===== config.mk =====
export PLATFORM = sky130hd
export DESIGN_NAME = tnn_feature_loader
export DESIGN_NICKNAME = d
export VERILOG_FILES = /design/src/rtl/tnn_feature_loader.sv
export SDC_FILE = /design/constraint.sdc
export NUM_CORES = 1
export LEC_CHECK = 0
export CORE_MARGIN = 1
export CORE_UTILIZATION = 55
export CTS_BUF_LIST = sky130_fd_sc_hd__clkbuf_16
export CTS_CLUSTER_DIAMETER = 200
export CTS_CLUSTER_SIZE = 8
export DETAILED_ROUTE_END_ITERATION = 12
export PLACE_DENSITY_LB_ADDON = 0.1
export SYNTH_ARGS = -nofsm -noshare
export SYNTH_HDL_FRONTEND = slang
export SYNTH_SLANG_ARGS = --single-unit

===== constraint.sdc =====
create_clock -name clk -period 3.78 [get_ports clk]
set_input_delay 0.756 -clock clk [delete_from_list [all_inputs] [get_ports clk]]
set_output_delay 0.756 -clock clk [all_outputs]
set_load 0.1 [all_outputs]

===== src/rtl/tnn_feature_loader.sv =====
// tnn_feature_loader: assembles a serial FW-bit feature stream into one
// registered 5-feature frame (a..e) for the TNN classifier core.
//
// Ports:
//   clk, rst              clock, asynchronous active-high reset
//   s_valid/s_ready       input beat handshake
//   s_data, s_last        feature value, end-of-frame marker (5th beat)
//   out_a..out_e          registered frame, stream order (a first)
//   m_valid/m_ready       output frame handshake
//   err_frame             one-cycle pulse on a framing error
//   frame_cnt, err_cnt    saturating 16-bit statistics; present only when
//                         TNN_LOADER_STATS_EN is defined
module tnn_feature_loader #(
    parameter int unsigned FW    = 3,
    parameter int unsigned NFEAT = 5
) (
    input  logic          clk,
    input  logic          rst,
    input  logic          s_valid,
    output logic          s_ready,
    input  logic [FW-1:0] s_data,
    input  logic          s_last,
    output logic [FW-1:0] out_a,
    output logic [FW-1:0] out_b,
    output logic [FW-1:0] out_c,
    output logic [FW-1:0] out_d,
    output logic [FW-1:0] out_e,
    output logic          m_valid,
    input  logic          m_ready,
    output logic          err_frame
`ifdef TNN_LOADER_STATS_EN
    ,
    output logic [15:0]   frame_cnt,
    output logic [15:0]   err_cnt
`endif
);

    localparam int unsigned IW = 3;
    localparam logic [IW-1:0] LAST_IDX = IW'(NFEAT - 1);

    typedef enum logic [1:0] {FILL, FULL, RESYNC} state_t;

    state_t        state, state_next;
    logic [IW-1:0] idx, idx_next;
    logic [FW-1:0] shadow [NFEAT];
    logic          beat;
    logic          shadow_we;
    logic          load_direct;
    logic          load_shadow;
    logic          m_valid_next;
    logic          err_next;

    assign beat = s_valid && s_ready;

    // State register; s_ready is registered from the next state so it never
    // depends combinationally on m_ready.
    always_ff @(posedge clk or posedge rst) begin
        if (rst) begin
            state   <= FILL;
            idx     <= '0;
            s_ready <= 1'b1;
        end else begin
            state   <= state_next;
            idx     <= idx_next;
            s_ready <= (state_next != FULL);
        end
    end

    // Next-state and datapath control.
    always_comb begin
        state_next   = state;
        idx_next     = idx;
        shadow_we    = 1'b0;
        load_direct  = 1'b0;
        load_shadow  = 1'b0;
        err_next     = 1'b0;
        m_valid_next = m_valid && !m_ready;
        case (state)
            FILL: begin
                if (beat) begin
                    shadow_we = 1'b1;
                    if (idx != LAST_IDX) begin
                        if (s_last) begin
                            err_next = 1'b1;
                            idx_next = '0;
                        end else begin
                            idx_next = idx + IW'(1);
                        end
                    end else begin
                        idx_next = '0;
                        if (s_last) begin
                            // Output free or draining: bypass the 5th beat straight in.
                            if (!m_valid || m_ready) begin
                                load_direct  = 1'b1;
                                m_valid_next = 1'b1;
                            end else begin
                                state_next = FULL;
                            end
                        end else begin
                            err_next   = 1'b1;
                            state_next = RESYNC;
                        end
                    end
                end
            end
            FULL: begin
                if (m_ready) begin
                    load_shadow  = 1'b1;
                    m_valid_next = 1'b1;
                    state_next   = FILL;
                end
            end
            RESYNC: begin
                if (beat && s_last) begin
                    state_next = FILL;
                    idx_next   = '0;
                end
            end
            default: begin
                state_next = FILL;
                idx_next   = '0;
            end
        endcase
    end

    // Shadow buffer, output registers and status flags.
    always_ff @(posedge clk or posedge rst) begin
        if (rst) begin
            for (int i = 0; i < int'(NFEAT); i++) shadow[i] <= '0;
            out_a     <= '0;
            out_b     <= '0;
            out_c     <= '0;
            out_d     <= '0;
            out_e     <= '0;
            m_valid   <= 1'b0;
            err_frame <= 1'b0;
        end else begin
            m_valid   <= m_valid_next;
            err_frame <= err_next;
            if (shadow_we) shadow[idx] <= s_data;
            if (load_direct) begin
                out_a <= shadow[0];
                out_b <= shadow[1];
                out_c <= shadow[2];
                out_d <= shadow[3];
                out_e <= s_data;
            end else if (load_shadow) begin
                out_a <= shadow[0];
                out_b <= shadow[1];
                out_c <= shadow[2];
                out_d <= shadow[3];
                out_e <= shadow[4];
            end
        end
    end

`ifdef TNN_LOADER_STATS_EN
    // Saturating frame and error counters.
    always_ff @(posedge clk or posedge rst) begin
        if (rst) begin
            frame_cnt <= '0;
            err_cnt   <= '0;
        end else begin
            if (m_valid && m_ready && frame_cnt != 16'hFFFF) frame_cnt <= frame_cnt + 16'd1;
            if (err_next && err_cnt != 16'hFFFF) err_cnt <= err_cnt + 16'd1;
        end
    end
`endif

endmodule


==> results_dict.tcl <==
set metrics [dict create \
    status "finished, violations left" \
    violations "DRC" \
    fin_nets 159 \
    synth_area_per_cell_um2 14.0 \
    crit_chain "clkdlybuf4s50_1" \
    wire_per_inst_um 16.2 \
    clock_latency_ns 0.28 \
    crit_path_end_kind "primary output" \
    core.rowCount 19 \
    clockRootBuffer "clkbuf_16" \
    die_h_um 56.9 \
    grt_overflow_total 0 \
    seq_power_share_pct 34.2 \
    numPortBuffers 25 \
    final_common_cell "dfrtp_1" \
    final_antenna_net_count 0 \
    synth_seq_cells 38 \
    critical_path.max_stage_delay_ns 1.14 \
    drv_cap 0 \
    crit_arrival_ns 2.00 \
    worst_slew_pin_slew_ns 0.973 \
    cts_resized 0 \
    dr.first_iter.drc_count 33 \
    via_per_inst 5.82 \
    die_w_um 56.9 \
    first_global_vias 1051 \
    crit_fanout 4 \
    syn_to_final_growth_pct 26.7 \
    hold_viol 0 \
    holdBufCountCts 0 \
    clkPwrFrac_pct 23.9 \
    clk_pin_slew_ns 0.06 \
    die_area_um2 3240 \
    ys_warn_count 0 \
    grt_use_total_pct 22.4 \
    clock.fmax_ghz 0.363 \
    intPower_mw 1.12 \
    slew_headroom_pct 35.0 \
    fin_setup_tns_ns 0 \
    startpoint "s_ready$_DFF_PP1_" \
    dr.pass1.iters 8 \
    r2r-start "idx[0]$_DFFE_PP0P_" \
    drt-total-wl_mm 2.93 \
    dpl.hpwl_mm 2.07 \
    min_from "shadow[12]$_DFFE_PP0P_" \
    drc 7 \
    p_sw_uw 793 \
    final_cell_mix "dfrtp_1 (37), clkdlybuf4s50_1 (25), mux2_2 (12), mux2_1 (12), nand2_1 (6)" \
    h-tree-depth 2 \
    cts_setup_buffers 0 \
    start_kind "flop" \
    power_mw 1.92 \
    cts.sinks 38 \
    cts_tree "done" \
    dp_slack_ns 1.18 \
    power_density_nw_per_um2 913 \
    finalSetupViolations 0 \
    critical_path_class "reg -> out" \
    finClkSkew_ns 0.00648 \
    min_period_ns 2.75 \
    antenna_cells 0 \
    grt_max_degree 26 \
    ys_seq_area_share_pct 57.5 \
    ir_worst_vdd_mv 0.496 \
    start_util_pct 59.1 \
    syn_nets 128 \
    slew_violations 0 \
    min_path_type "reg -> reg" \
    rsz0062_at_grt "no" \
    clock_path_buffers 2 \
    layout-drive-gt1-share_pct 22.7 \
    grt_pass1_wl_mm 5.22 \
    vias 1053 \
    coreArea_um2 2810 \
    crit_family "buffers and inverters" \
    slowest_stage "clkdlybuf4s50_1" \
    gp_congestion 0.846 \
    cts_made_buffers 5 \
    pin_count 26 \
    p_leak_nw 0.973 \
    antenna_found_initial 0 \
    critPathRequiredTime_ns 3.02 \
    syn-cell-area_um2 1660 \
    swShare_pct 41.4 \
    syn_inst 118 \
    path_buf_inv 1 \
    power_frac_comb_pct 41.9 \
    synth_cell_types 34 \
    period_share_pct 72.8 \
    fin_ws_ns 1.03 \
]
-- through the flow --
| step | util, % | cell area (µm²) | std cells | hold WS (ns) |
|---|---|---|---|---|
| floorplan | - | 1660 | 118 | 0.454 |
| global placement | 69.0 | 1940 | 173 | 0.466 |
| detailed placement | 69.0 | 1940 | 173 | 0.472 |
| CTS | 74.8 | 2100 | 181 | 0.484 |
| global route | 74.8 | 2100 | 181 | 0.498 |
| finish | 74.8 | 2100 | 181 | 0.482 |
-- power by group through the flow --
stage / Combinational (mW) / Clock, mW / Sequential (mW)
after floorplan: 0.249 / 0 / 1.03
after global placement: 0.795 / 0 / 0.650
after detailed placement: 0.804 / 0 / 0.661
after CTS: 0.808 / 0.464 / 0.656
after global routing: 0.844 / 0.481 / 0.675
final: 0.804 / 0.458 / 0.655
-- routing by layer --
layer | up-vias | wire, µm | part of all wire [%] | global-route usage [%]
li1 | 486 | - | - | -
met1 | 531 | 1310 | 45 | 28.7
met2 | 29 | 1430 | 49 | 35.3
met3 | 7 | 139 | 4.7 | 7.14
met4 | 0 | 51 | 1.7 | 9.06
met5 | - | 0 | 0 | 0
-- layout make-up --
| class | instances | area [µm²] |
|---|---|---|
| sequential | 38 | 952 |
| clock buffer | 5 | 125 |
| tap | 31 | 38.8 |
| multi-input combinational | 71 | 658 |
| timing repair buffer | 27 | 265 |
| fill | 190 | 706 |
| inverter | 6 | 22.5 |
| clock inverter | 3 | 37.5 |
-- registers in the layout, summed over array words and instances, names as in the netlist, 2 cells and up --
| register | count |
|---|---|
| out_b | 3 |
| idx | 3 |
| out_c | 3 |
| out_e | 3 |
| shadow | 15 |
| state | 2 |
| out_a | 3 |
| out_d | 3 |
-- cell usage after synthesis --
library cell  instances  share of area, %
nor2_1                4              0.91
nor4_2                3               2.3
buf_2                 1              0.30
or4_1                 1              0.45
nor3_4                1              0.98
dfstp_2               1               1.6
a21o_1                1              0.45
nand2b_1              1              0.38
inv_2                 3              0.68
mux2i_1               3               1.8
o211ai_1              1              0.45
mux2_1               12               8.2
buf_6                 1              0.68
a311oi_1              1              0.53
xnor2_1               1              0.53
or3_1                 1              0.38
a21oi_1               3              0.91
mux2_2               12               8.2
a32o_1                1              0.60
a22o_1                1              0.53
nand4b_1              1              0.53
nand2_1               6               1.4
nor2b_1               3               1.1
o21ai_0               4               1.2
o221ai_1              1              0.53
nand3_1               1              0.30
buf_4                 1              0.45
mux2_4                3               2.7
ha_1                  2               1.5
inv_1                 3              0.68
o21ba_2               1              0.60
or4_4                 1              0.68
dfrtp_1              37                56
nand4bb_4             1               1.7
-- kinds of logic (layout without fill, tap and decap cells) --
logic type	after synthesis	count (layout)	synth area share, %
flops	38	38	57.5
simple gates	24	24	11.0
compound gates	14	14	5.82
buf+inv	9	41	2.79
mux	30	30	20.8
fa+ha+maj	2	2	1.51
xor+xnor	1	1	0.529
-- path summary, 6_finish.rpt --
kind,end,slack [ns],cells past startpoint
hold / removal,out_a[0]$_DFFE_PP0P_,0.48,1
setup reg to reg,out_a[2]$_DFFE_PP0P_,1.84,7
hold reg to reg,out_a[0]$_DFFE_PP0P_,0.48,1
max in group asynchronous,shadow[6]$_DFFE_PP0P_,2.07,3
setup / recovery,s_ready,1.03,1
min in group asynchronous,out_a[0]$_DFFE_PP0P_,0.98,2
No activity file was read; power rests on OpenSTA's default activity.
